`src/rtl/countdown_timer_ctrl_if.sv`:
```
// Timer control bundle between the countdown timer FSM and its surroundings.
// Carries start/stop/config requests in and counter load + status out.
// No flow control: every signal is sampled or updated once per clock.
interface countdown_timer_ctrl_if #(
    parameter int DATA_WIDTH = 4
);
    logic                  start;
    logic                  stop;
    logic                  mode;
    logic [DATA_WIDTH-1:0] period;
    logic [DATA_WIDTH-1:0] count_q;
    logic                  load_en;
    logic [DATA_WIDTH-1:0] d;
    logic                  busy;
    logic                  expire;
    logic                  fault;

    // Environment side: issues requests, returns the counter value.
    modport master (
        output start, stop, mode, period, count_q,
        input  load_en, d, busy, expire, fault
    );

    // Controller side.
    modport slave (
        input  start, stop, mode, period, count_q,
        output load_en, d, busy, expire, fault
    );
endinterface

```
`src/rtl/countdown_timer_ctrl.sv`:
```
// One-shot / periodic timer FSM driving an external loadable down-counter.
// Latency: expire pulses P+1 cycles after the start-sampling edge; all outputs registered.
// No backpressure: start/stop are sampled every cycle, stop beats start.
module countdown_timer_ctrl #(
    parameter int DATA_WIDTH = 4
) (
    input  logic                   i_clk,
    input  logic                   i_reset,
    countdown_timer_ctrl_if.slave  tmr_if
);

    typedef enum logic [1:0] {
        ST_IDLE   = 2'd0,
        ST_LOAD   = 2'd1,
        ST_RUN    = 2'd2,
        ST_EXPIRE = 2'd3
    } state_t;

    state_t                r_state;
    logic [DATA_WIDTH-1:0] r_period;
    logic                  r_mode;
    logic                  r_fault;
    logic                  r_load_en;
    logic [DATA_WIDTH-1:0] r_d;
    logic                  r_busy;
    logic                  r_expire;

    state_t                w_state_nxt;
    logic [DATA_WIDTH-1:0] w_period_nxt;
    logic                  w_mode_nxt;
    logic                  w_fault_nxt;

    // Next-state selection: stop, then start (bad or good period), then per-state progress.
    always_comb begin
        w_state_nxt  = r_state;
        w_period_nxt = r_period;
        w_mode_nxt   = r_mode;
        w_fault_nxt  = r_fault;
        if (tmr_if.stop) begin
            w_state_nxt = ST_IDLE;
        end else if (tmr_if.start && (tmr_if.period == '0)) begin
            w_fault_nxt = 1'b1;
            w_state_nxt = ST_IDLE;
        end else if (tmr_if.start) begin
            w_period_nxt = tmr_if.period;
            w_mode_nxt   = tmr_if.mode;
            w_fault_nxt  = 1'b0;
            w_state_nxt  = ST_LOAD;
        end else begin
            case (r_state)
                ST_LOAD: w_state_nxt = ST_RUN;
                ST_RUN: begin
                    if (tmr_if.count_q == DATA_WIDTH'(1)) begin
                        w_state_nxt = ST_EXPIRE;
                    end else if (tmr_if.count_q == '0) begin
                        // Counter reached zero without passing through 1: it is out of step.
                        w_fault_nxt = 1'b1;
                        w_state_nxt = ST_IDLE;
                    end
                end
                ST_EXPIRE: w_state_nxt = r_mode ? ST_RUN : ST_IDLE;
                default:   w_state_nxt = ST_IDLE;
            endcase
        end
    end

    // State, captured config and outputs registered together; outputs decode the next state.
    always_ff @(posedge i_clk or negedge i_reset) begin
        if (!i_reset) begin
            r_state   <= ST_IDLE;
            r_period  <= '0;
            r_mode    <= 1'b0;
            r_fault   <= 1'b0;
            r_load_en <= 1'b1;
            r_d       <= '0;
            r_busy    <= 1'b0;
            r_expire  <= 1'b0;
        end else begin
            r_state   <= w_state_nxt;
            r_period  <= w_period_nxt;
            r_mode    <= w_mode_nxt;
            r_fault   <= w_fault_nxt;
            // The counter has no enable, so it is held by loading in every non-RUN state.
            r_load_en <= (w_state_nxt != ST_RUN);
            r_busy    <= (w_state_nxt != ST_IDLE);
            r_expire  <= (w_state_nxt == ST_EXPIRE);
            case (w_state_nxt)
                ST_LOAD:   r_d <= w_period_nxt;
                // Periodic reload goes straight from 0 to P so the counter never wraps.
                ST_EXPIRE: r_d <= w_mode_nxt ? w_period_nxt : '0;
                default:   r_d <= '0;
            endcase
        end
    end

    assign tmr_if.load_en = r_load_en;
    assign tmr_if.d       = r_d;
    assign tmr_if.busy    = r_busy;
    assign tmr_if.expire  = r_expire;
    assign tmr_if.fault   = r_fault;

endmodule

```
`src/flat_wrapper.sv`:
```
// flat-port wrapper written by rule: the top's interface ports become plain ports
module countdown_timer_ctrl_flat 
#(
    parameter int DATA_WIDTH = 4
)
  (i_clk, i_reset, tmr_if_start, tmr_if_stop, tmr_if_mode, tmr_if_period, tmr_if_count_q, tmr_if_load_en, tmr_if_d, tmr_if_busy, tmr_if_expire, tmr_if_fault);
  countdown_timer_ctrl_if #(.DATA_WIDTH(DATA_WIDTH)) tmr_if_i ();
  input  logic i_clk;
  input  logic i_reset;
  input wire logic [$bits(tmr_if_i.start)-1:0] tmr_if_start;
  input wire logic [$bits(tmr_if_i.stop)-1:0] tmr_if_stop;
  input wire logic [$bits(tmr_if_i.mode)-1:0] tmr_if_mode;
  input wire logic [$bits(tmr_if_i.period)-1:0] tmr_if_period;
  input wire logic [$bits(tmr_if_i.count_q)-1:0] tmr_if_count_q;
  output wire logic [$bits(tmr_if_i.load_en)-1:0] tmr_if_load_en;
  output wire logic [$bits(tmr_if_i.d)-1:0] tmr_if_d;
  output wire logic [$bits(tmr_if_i.busy)-1:0] tmr_if_busy;
  output wire logic [$bits(tmr_if_i.expire)-1:0] tmr_if_expire;
  output wire logic [$bits(tmr_if_i.fault)-1:0] tmr_if_fault;
  assign tmr_if_i.start = tmr_if_start;
  assign tmr_if_i.stop = tmr_if_stop;
  assign tmr_if_i.mode = tmr_if_mode;
  assign tmr_if_i.period = tmr_if_period;
  assign tmr_if_i.count_q = tmr_if_count_q;
  assign tmr_if_load_en = tmr_if_i.load_en;
  assign tmr_if_d = tmr_if_i.d;
  assign tmr_if_busy = tmr_if_i.busy;
  assign tmr_if_expire = tmr_if_i.expire;
  assign tmr_if_fault = tmr_if_i.fault;
  countdown_timer_ctrl #(.DATA_WIDTH(DATA_WIDTH)) u_core (.i_clk(i_clk), .i_reset(i_reset), .tmr_if(tmr_if_i));
endmodule
```
`config.mk`:
```
export PLATFORM = sky130hd
export DESIGN_NAME = countdown_timer_ctrl_flat
export DESIGN_NICKNAME = d
export VERILOG_FILES = /design/src/rtl/countdown_timer_ctrl_if.sv /design/src/rtl/countdown_timer_ctrl.sv /design/src/flat_wrapper.sv
export SDC_FILE = /design/constraint.sdc
export NUM_CORES = 1
export LEC_CHECK = 0
export CAP_MARGIN = 15
export CORE_MARGIN = 5
export CORE_UTILIZATION = 45
export DETAILED_ROUTE_END_ITERATION = 6
export PLACE_DENSITY = 0.84
export SLEW_MARGIN = 20
export SYNTH_ARGS = -nofsm -noshare
export SYNTH_HDL_FRONTEND = slang
export SYNTH_SLANG_ARGS = --single-unit
export TNS_END_PERCENT = 10
```
`constraint.sdc`:
```
create_clock -name i_clk -period 3.1 [get_ports i_clk]
set_input_delay 0.31 -clock i_clk [delete_from_list [all_inputs] [get_ports i_clk]]
set_output_delay 0.31 -clock i_clk [all_outputs]
set_load 0.005 [all_outputs]
```
==> flow_summary_export.csv <==
group,metric,value,unit
worst_setup_path,worst_setup_path_end_kind,"flop",
timing,setup-tns-final,0,ns
power_and_ir_drop,vdd_drop_max,0.308,mV
power_and_ir_drop,power_frac_seq,0.553,
power_and_ir_drop,p_per_area,459,nW/um2
cts,post_cts_buffers,0,
finish,nFillCells,107,
power_and_ir_drop,pwr-share-clk,0.281,
cts,cts_tree,"done",
yosys,ys_types,22,
global_routing,grt_pass1_wl,2040,um
floorplan,io_pins,21,
timing,fmax,550,MHz
cts,clk_path_buf_depth,2,
yosys,synth_nets,60,
routing,drt_pre_antenna_iters,2,
floorplan,die_height,46.9,um
cts,cts-buffers-inserted,3,
timing,slew_violations,0,
finish,layout_commonest_cell,"clkdlybuf4s50_1",
worst_setup_path,critPathKind,"in -> reg",
power_and_ir_drop,total_power,0.000394,W
timing,skew,0.00443,ns
power_and_ir_drop,p_sw,0.0000942,W
yosys,ys_seq_area_frac,0.616,
floorplan,initial_core_util,0.470,
routing,totalWireLength,1260,um
yosys,synth.avg_cell_area,13.0,um2
cts,cts_hold_buffers,0,
routing,wl_per_cell,14.7,um
timing,relSlewSlack,0.580,
global_routing,grt_max_degree,16,
floorplan,dieWidth,46.9,um
routing,vias,453,
status,status,"finished clean",
yosys,synth_area,612,um2
cts,htree_levels,1,
routing,vias_per_cell,5.27,
place,dp_hpwl,985,um
finish,area_growth,40.3,%
routing,drc,0,
finish,diodes,0,
yosys,synth_top_area_share,0.573,
cts,cts_root_buf,"clkbuf_4",
finish,stdcell_area,858,um2
timing,finalHoldViolCount,0,
worst_setup_path,arrival,2.03,ns
yosys,synthTopCellsByArea,"dfrtp_1 (57%), a22o_2 (6.5%), dfstp_2 (4.3%), nor2b_1 (4.1%), and2b_2 (2.9%)",
global_routing,grt_usage,0.134,
cts,cts_sinks,15,
worst_setup_path,cp-start-kind,"primary input",
timing,layout_min_cycle_time,1.82,ns
timing,tightest_slew,0.623,ns
min_path,hold_path_class,"in -> async",
routing,detailedRoute.firstIterationViolations,12,
yosys,ys_warn_count,0,
power_and_ir_drop,power_frac_comb,0.166,
power_and_ir_drop,internal_power,0.000299,W
yosys,ys_ff_latch,15,
cts,cts_resized,0,
timing,rsz0062_at_grt,"no",
cts,clkSlewWorstSetupHoldPaths,0.09,ns
yosys,post-synth-top-area-cell,"dfrtp_1",
floorplan,dieArea,2200,um2
global_routing,grt_overflow,0,
finish,layout_common_cells,"clkdlybuf4s50_1 (20), dfrtp_1 (14), a22o_2 (4), inv_1 (4), nor2b_1 (4)",
place,io_buffer_count,20,
floorplan,core-area,1300,um2
timing,fin_crit_sh,0.587,
global_routing,grt_pass1_vias,489,
finish,drive_gt1_frac,0.197,
cts,insertion_delay,0.28,ns
place,gp_congestion,0.722,
power_and_ir_drop,swShare,0.239,
power_and_ir_drop,power.leakage,0.390,nW
finish,fin_nets,85,
job,cap_violations,0,
timing,setup_violations,0,
worst_setup_path,required,3.31,ns
floorplan,num_rows,13,
routing,antenna_left,0,
global_routing,antenna_found_initial,0,
place,dpl_cell_area,831,um2
yosys,netlist_instances,47,
worst_setup_path,critical_path.max_fanout,4,
==> flip-flops by register name, summed over array words and instances, names as in the netlist <==
| register | count |
|---|---|
| u_core.r_period | 4 |
| u_core.tmr_if.d | 4 |
| u_core.r_mode | 1 |
| u_core.tmr_if.expire | 1 |
| u_core.tmr_if.busy | 1 |
| u_core.tmr_if.fault | 1 |
| u_core.r_state | 2 |
| u_core.tmr_if.load_en | 1 |
==> final timing paths <==
path | start | endpoint | slack [ns] | cells after the start
min reg2reg | u_core.r_period[2] | u_core.r_period[2] | 0.49 | 1
min in group i_clk | u_core.r_period[2] | u_core.r_period[2] | 0.49 | 1
max | tmr_if_count_q[3] | u_core.tmr_if.d[1] | 1.28 | 5
max reg2reg | u_core.r_mode | u_core.tmr_if.d[1] | 1.61 | 4
max in group asynchronous | i_reset | u_core.r_mode | 2.28 | 1
min | i_reset | u_core.tmr_if.fault | 0.41 | 1
==> power by group through the flow <==
stage	Sequential (W)	Clock (W)	Combinational (W)
final	0.000218	0.000111	0.0000654
after global routing	0.000220	0.000122	0.0000715
after CTS	0.000218	0.000114	0.0000661
after detailed placement	0.000222	0	0.0000659
after global placement	0.000221	0	0.0000643
after floorplan	0.000221	0	0.0000257
==> final cells by class <==
class                   instances  area, um2  share of cell area
multi-input cells              28        220               0.257
clock inverters                 1       5.00             0.00583
flip-flops and latches         15        377               0.439
clock buffers                   3       22.5              0.0262
well taps                      15       18.8              0.0219
repair buffers                 20        200               0.233
inverters                       4       15.0              0.0175
==> synth_stat cells <==
cell type   n
dfstp_2     1
nor4b_1     1
inv_1       4
nor2b_1     4
o21a_1      1
a221o_1     1
nor2_1      2
o41ai_1     1
a21o_1      1
a31oi_1     1
nor3_1      1
nand2_1     2
or2b_1      1
nand4b_1    1
dfrtp_1    14
mux2_2      1
a22o_2      4
or4_1       1
o41ai_2     1
and2b_2     2
a32o_2      1
and3_1      1
==> stage by stage <==
| stage | setup WS, ns | utilization | cells | hold WS, ns |
|---|---|---|---|---|
| 2_1_floorplan | 1.54 | - | 47 | 0.0144 |
| 3_3_place_gp | 1.05 | 0.638 | 82 | 0.473 |
| 3_5_place_dp | 0.999 | 0.638 | 82 | 0.471 |
| 4_1_cts | 1.29 | 0.660 | 86 | 0.437 |
| 5_1_grt | 1.24 | 0.660 | 86 | 0.480 |
| 6_report | 1.28 | 0.660 | 86 | 0.413 |
==> critical path: stages <==
cell and delay (ns):
clkdlybuf4s50_1 0.42, or4_1 0.53, a32o_2 0.26, a221o_1 0.35, nor2b_1 0.15
==> metal layers <==
layer	GRT usage	wire length (um)	share of wire
met1	0.163	549	0.44
met5	0	0	0
met3	0.0345	59	0.047
met4	0.0497	11	0.0087
met2	0.228	641	0.51
==> cells by family (layout without fill, tap and decap cells) <==
| kind of cell | after synthesis | after routing | share of synthesized area |
|---|---|---|---|
| and+or+nand+nor | 16 | 16 | 0.166 |
| buffers and inverters | 4 | 28 | 0.0245 |
| DFF | 15 | 15 | 0.616 |
| AOI/OAI and AO/OA | 11 | 11 | 0.176 |
| muxes | 1 | 1 | 0.0184 |
(Power assumes the default switching activity.)
